## config.mk

```make
export PLATFORM = sky130hd
export DESIGN_NAME = cmd_frame_rx
export DESIGN_NICKNAME = d
export VERILOG_FILES = /design/src/rtl/cmd_frame_rx.sv
export SDC_FILE = /design/constraint.sdc
export NUM_CORES = 1
export LEC_CHECK = 0
export ABC_AREA = 1
export CAP_MARGIN = 30
export CORE_UTILIZATION = 50
export CTS_CLUSTER_SIZE = 28
export DETAILED_ROUTE_END_ITERATION = 10
export PLACE_DENSITY = 0.79
export SLEW_MARGIN = 20
export SYNTH_ARGS = -nofsm -noshare
export SYNTH_HDL_FRONTEND = slang
export SYNTH_SLANG_ARGS = --single-unit
export TNS_END_PERCENT = 100
```

## constraint.sdc

```tcl
create_clock -name clk -period 2.1 [get_ports clk]
set_clock_uncertainty 0.2 [all_clocks]
set_input_delay 0.42 -clock clk [delete_from_list [all_inputs] [get_ports clk]]
set_output_delay 0.42 -clock clk [all_outputs]
set_load 0.005 [all_outputs]
```

## src/rtl/cmd_frame_rx.sv

```systemverilog
// cmd_frame_rx: assembles command frames from a synchronized byte stream and
// issues registered register-file / ALU request pulses with a stall timeout.
module cmd_frame_rx #(
    parameter int data_width     = 8,
    parameter int addr_width     = 4,
    parameter int func_width     = 4,
    parameter int timeout_cycles = 1024
) (
    input  logic                  clk,
    input  logic                  rst,
    input  logic [data_width-1:0] in_data,
    input  logic                  in_valid,
    output logic                  out_wr_en,
    output logic                  out_rd_en,
    output logic                  out_alu_en,
    output logic                  out_alu_op_load,
    output logic [addr_width-1:0] out_addr,
    output logic [data_width-1:0] out_wr_data,
    output logic [data_width-1:0] out_op_a,
    output logic [data_width-1:0] out_op_b,
    output logic [func_width-1:0] out_func,
    output logic                  out_busy,
    output logic                  out_err
);
    localparam int cw = $clog2(timeout_cycles);
    localparam logic [data_width-1:0] cmd_wr  = data_width'(8'hAA);
    localparam logic [data_width-1:0] cmd_rd  = data_width'(8'hBB);
    localparam logic [data_width-1:0] cmd_alu = data_width'(8'hCC);
    localparam logic [data_width-1:0] cmd_fn  = data_width'(8'hDD);
    typedef enum logic [2:0] {IDLE, WR_ADDR, WR_DATA, RD_ADDR, ALU_A, ALU_B, ALU_FN, FN_ONLY} state_t;
    state_t state, state_nxt;
    logic [cw-1:0] cnt, cnt_nxt;
    logic wr_nxt, rd_nxt, alu_nxt, load_nxt, err_nxt, timeout;
    always_comb begin
        state_nxt = state;
        wr_nxt    = 1'b0;
        rd_nxt    = 1'b0;
        alu_nxt   = 1'b0;
        load_nxt  = 1'b0;
        err_nxt   = 1'b0;
        timeout   = state != IDLE && !in_valid && cnt == cw'(timeout_cycles - 1);
        if (timeout) begin
            state_nxt = IDLE;
            err_nxt   = 1'b1;
        end else if (in_valid) begin
            case (state)
                IDLE: begin
                    state_nxt = in_data == cmd_wr  ? WR_ADDR :
                                in_data == cmd_rd  ? RD_ADDR :
                                in_data == cmd_alu ? ALU_A   :
                                in_data == cmd_fn  ? FN_ONLY : IDLE;
                    err_nxt   = state_nxt == IDLE;
                end
                WR_ADDR: state_nxt = WR_DATA;
                WR_DATA: begin
                    state_nxt = IDLE;
                    wr_nxt    = 1'b1;
                end
                RD_ADDR: begin
                    state_nxt = IDLE;
                    rd_nxt    = 1'b1;
                end
                ALU_A: state_nxt = ALU_B;
                ALU_B: state_nxt = ALU_FN;
                ALU_FN: begin
                    state_nxt = IDLE;
                    alu_nxt   = 1'b1;
                    load_nxt  = 1'b1;
                end
                FN_ONLY: begin
                    state_nxt = IDLE;
                    alu_nxt   = 1'b1;
                end
                default: state_nxt = IDLE;
            endcase
        end
        cnt_nxt = (state_nxt == IDLE || in_valid) ? '0 : cnt + 1'b1;
    end
    always_ff @(posedge clk or posedge rst) begin
        if (rst) begin
            state           <= IDLE;
            cnt             <= '0;
            out_wr_en       <= 1'b0;
            out_rd_en       <= 1'b0;
            out_alu_en      <= 1'b0;
            out_alu_op_load <= 1'b0;
            out_err         <= 1'b0;
            out_busy        <= 1'b0;
            out_addr        <= '0;
            out_wr_data     <= '0;
            out_op_a        <= '0;
            out_op_b        <= '0;
            out_func        <= '0;
        end else begin
            state           <= state_nxt;
            cnt             <= cnt_nxt;
            out_wr_en       <= wr_nxt;
            out_rd_en       <= rd_nxt;
            out_alu_en      <= alu_nxt;
            out_alu_op_load <= load_nxt;
            out_err         <= err_nxt;
            out_busy        <= state_nxt != IDLE;
            // a valid byte never coincides with a timeout, so in_valid alone gates field loads
            if (in_valid && (state == WR_ADDR || state == RD_ADDR)) out_addr <= in_data[addr_width-1:0];
            if (in_valid && state == WR_DATA) out_wr_data <= in_data;
            if (in_valid && state == ALU_A) out_op_a <= in_data;
            if (in_valid && state == ALU_B) out_op_b <= in_data;
            if (in_valid && (state == ALU_FN || state == FN_ONLY)) out_func <= in_data[func_width-1:0];
        end
    end
endmodule

```

==> results.rst <==
.. list-table::
   :header-rows: 1

   * - Metric
     - Value
   * - Sum of overflow across all layers after global routing
     - 0
   * - Aggregate negative setup slack
     - 0 ns
   * - Width of the chip
     - 68.3 um
   * - Cells along the critical path
     - clkdlybuf4s50_1
   * - Area after detailed placement
     - 0.00286 mm^2
   * - Fmax achieved
     - 0.548 GHz
   * - Die Ht
     - 68.3 um
   * - Total Die Area
     - 0.00467 mm^2
   * - Via count of the first global-routing pass
     - 1,545
   * - Post-DP HPWL
     - 3400 um
   * - Final RePlAce weighted congestion
     - 0.782
   * - Vias per inst
     - 4.85
   * - Maxcap violations
     - 0
   * - Number of buffers inserted during clock tree synthesis
     - 5
   * - Worst Tran Pin Value
     - 0.423 ns
   * - Worst reg2reg path endpoint
     - cnt[4]$_DFF_PP0_
   * - Register-to-Register Setup Slack
     - 0.30 ns
   * - Warnings from Yosys
     - 0
   * - Number of cells in the design after placement
     - 342
   * - Final slew viol count
     - 0
   * - Clock sink count
     - 51
   * - Deepest level of the CTS H-tree
     - 2
   * - Root Buffer
     - sky130_fd_sc_hd__clkbuf_8
   * - Power share of the clock group
     - 28.2%
   * - Number of flops mapped to enable cells by yosys
     - 0
   * - Count of final setup violators
     - 0
   * - Growth of design area from synthesis to finish
     - 34.1%
   * - Slowest Stage Delay on Critical Path
     - 0.52 ns
   * - Router iterations before antenna repair
     - 4
   * - Final min period
     - 1.83 ns
   * - P_int
     - 1.53 mW
   * - Worst slack at placement
     - -0.0366 ns
   * - Number of diodes
     - 0
   * - Antenna violations before repair
     - 0
   * - Post-route DRC violation count
     - 0
   * - First-pass GRT wire length
     - 7180 um
   * - Final Total Pwr
     - 2.08 mW
   * - Total global routing track utilization
     - 21.5%
   * - Count of state elements after synthesis
     - 51
   * - Post-Route Hold Slack
     - 0.199 ns
   * - Share of async-settable or async-resettable flops after synthesis
     - 100%
   * - Final instance count without filler cells
     - 350
   * - Top cell family by delay on the critical path
     - buffers and inverters
   * - Unrepaired setup endpoints after global routing
     - no
   * - Core Footprint
     - 0.00412 mm^2
   * - Post-layout instance area
     - 0.00295 mm^2
   * - Switching component of the power
     - 0.548 mW
   * - Length in cells of the worst reg-to-reg path
     - 8
   * - Portion of the post-synthesis area used by sequential elements
     - 58.0%
   * - Total I/O pin count
     - 49
   * - Number of inserted filler cells in the final layout
     - 317
   * - Starting utilization of the core area
     - 53.5%
   * - Final Util
     - 71.7%
   * - Element type at the critical path start
     - flip-flop
   * - Static Leak
     - 1.39 nW
   * - Total Routed Length
     - 4420 um
   * - Kind of end point of the critical path
     - output pin
   * - Count of port buffers added during placement
     - 48
   * - Part of the total power dissipated in sequential elements
     - 53.7%
   * - Mapped Area
     - 0.00220 mm^2
   * - Worst supply voltage drop on vdd
     - 0.368 mV
   * - Req. time, crit path
     - 1.48 ns
   * - Hold violation count in the final report
     - 0
   * - Number of buffers inserted to repair setup after CTS
     - 0
   * - Mean routed wirelength per cell
     - 12.6 um
   * - Source of the worst register-to-register timing path
     - cnt[1]$_DFF_PP0_
   * - Buffers plus inverters on the worst setup path
     - 1
   * - Net Count, Synth
     - 244
   * - Crit path kind
     - reg2out
   * - Post-layout nets
     - 311
   * - Slowest stage cell, crit path
     - sky130_fd_sc_hd__clkdlybuf4s50_1
   * - Clock edge transition at the registers on the reported setup and hold paths
     - 0.10 ns
   * - Number of instances in the synthesized netlist
     - 232
   * - Fraction of power spent switching nets
     - 26.4%
   * - Ratio of total power to cell area
     - 704 mW/mm^2
   * - Clk buf depth
     - 2
   * - Combinational cell fraction of total power
     - 18.1%
   * - Overall via count from detail_route
     - 1,696
   * - Outcome
     - completed
   * - Mapped Avg Cell Area
     - 9.49 um^2
   * - Synth unique cells
     - 28
   * - Violation count after the first detailed-routing iteration
     - 91
   * - Worst-path maximum fanout
     - 2
   * - Layout cell share with drive strength beyond 1
     - 18.3%
   * - Antenna-violating nets left
     - 0
   * - Top FF cell, synth
     - sky130_fd_sc_hd__dfrtp_1
   * - Later-pin clock latency in the skew report
     - 0.31 ns
   * - Final critical-path setup slack
     - 0.274 ns
   * - Row count
     - 23
   * - TritonCTS clock tree
     - done
   * - Period utilisation layout
     - 87.0%
   * - Quantity of gates resized following cts
     - 0
   * - Class of the most critical hold timing path
     - in2async
   * - Maximum number of pins on one net before global-route repair
     - 28
   * - Arrival time of data at the critical path endpoint
     - 1.21 ns
   * - Headroom to the max-slew limit
     - 71.8%
   * - Hold buffers post-CTS
     - 0
## cell type report
class	instances	area [um^2]	area share, %
Sequential cell	51	1280	43.2
Multi-Input combinational cell	151	805	27.3
Timing Repair Buffer	64	613	20.8
Inverter	26	100	3.39
Clock buffer	5	68.8	2.33
Tap cell	50	62.6	2.12
Clock inverter	3	26.3	0.890
## layer usage
metal  up-vias  wire, um  track usage (%)
li1        864         -                -
met1       791      2200             30.8
met2        35      2010             32.5
met3         6       151             4.50
met4         0        61             7.03
met5         -         0                0
## worst max path at each step
stage / startpoint / endpoint / slack (ns) / cells after the start
after floorplan: rst / cnt[0]$_DFF_PP0_ / 0.25 / 1
after global placement: in_valid / cnt[0]$_DFF_PP0_ / -0.02 / 9
after detailed placement: in_valid / cnt[5]$_DFF_PP0_ / -0.04 / 9
after CTS: out_op_a[0]$_DFFE_PP0P_ / out_op_a[0] / 0.26 / 1
after global routing: in_valid / out_wr_data[7]$_DFFE_PP0P_ / 0.14 / 6
final: out_op_a[0]$_DFFE_PP0P_ / out_op_a[0] / 0.27 / 1
## synthesized netlist by cell type, types with 2 or more instances
master / number / area share (%)
sky130_fd_sc_hd__nand3_1: 8 / 1.8
sky130_fd_sc_hd__clkbuf_1: 2 / 0.34
sky130_fd_sc_hd__o21ai_2: 2 / 0.80
sky130_fd_sc_hd__inv_2: 3 / 0.51
sky130_fd_sc_hd__inv_1: 22 / 3.8
sky130_fd_sc_hd__nand2_2: 4 / 1.1
sky130_fd_sc_hd__xor2_1: 4 / 1.6
sky130_fd_sc_hd__nand2_1: 59 / 10
sky130_fd_sc_hd__dfrtp_1: 51 / 58
sky130_fd_sc_hd__nor2_2: 11 / 3.1
sky130_fd_sc_hd__xnor2_1: 3 / 1.2
sky130_fd_sc_hd__nand3_2: 3 / 1.4
sky130_fd_sc_hd__nor2_1: 14 / 2.4
sky130_fd_sc_hd__o21ai_0: 26 / 5.9
sky130_fd_sc_hd__o21ai_1: 7 / 1.6
## cell families after synthesis
kind of cell | share of synthesized area, %
compound gates | 8.30
xor+xnor | 2.79
fa+ha+maj | 0.568
buf+inv | 5.46
flops | 58.0
simple gates | 24.9
## cell usage in the layout, fill, tap and decap left out, types with 2 or more instances in the layout
cell type and count:
sky130_fd_sc_hd__inv_6 2, sky130_fd_sc_hd__clkdlybuf4s50_1 48, sky130_fd_sc_hd__o21ai_1 7, sky130_fd_sc_hd__clkbuf_8 5, sky130_fd_sc_hd__o21ai_2 2, sky130_fd_sc_hd__o21ai_0 26
sky130_fd_sc_hd__nor2_1 14, sky130_fd_sc_hd__inv_1 21, sky130_fd_sc_hd__dfrtp_1 51, sky130_fd_sc_hd__nand2_2 4, sky130_fd_sc_hd__inv_2 4, sky130_fd_sc_hd__nand2_1 59
sky130_fd_sc_hd__xnor2_1 3, sky130_fd_sc_hd__nor2_2 11, sky130_fd_sc_hd__nand3_2 3, sky130_fd_sc_hd__xor2_1 4, sky130_fd_sc_hd__buf_4 15, sky130_fd_sc_hd__nand3_1 8
## sequential cells by signal, summed over array words and instances, names as in the netlist
register and flops:
cnt 10, out_op_a 8, out_op_b 8, out_wr_data 8
out_addr 4, out_func 4, state 3, out_alu_en 1
out_alu_op_load 1, out_busy 1, out_err 1, out_rd_en 1
out_wr_en 1
## power by group through the flow
stage	clock (mW)	sequential, mW	combinational (mW)
6_report	0.587	1.12	0.376
2_1_floorplan	0	1.14	0.133
5_1_grt	0.637	1.13	0.420
3_3_place_gp	0	1.13	0.373
3_5_place_dp	0	1.13	0.381
4_1_cts	0.600	1.12	0.383
## worst register-to-register path, cell delays in order, from the launching register on
cell                      delay [ns]
sky130_fd_sc_hd__dfrtp_1        0.38
sky130_fd_sc_hd__ha_1           0.21
sky130_fd_sc_hd__nand3_2        0.13
sky130_fd_sc_hd__nor2_2         0.22
sky130_fd_sc_hd__nand4_4        0.14
sky130_fd_sc_hd__nand3_2        0.13
sky130_fd_sc_hd__nand3_4        0.10
sky130_fd_sc_hd__nand2_8        0.13
sky130_fd_sc_hd__nor2_2         0.05
(Power assumes the default switching activity.)
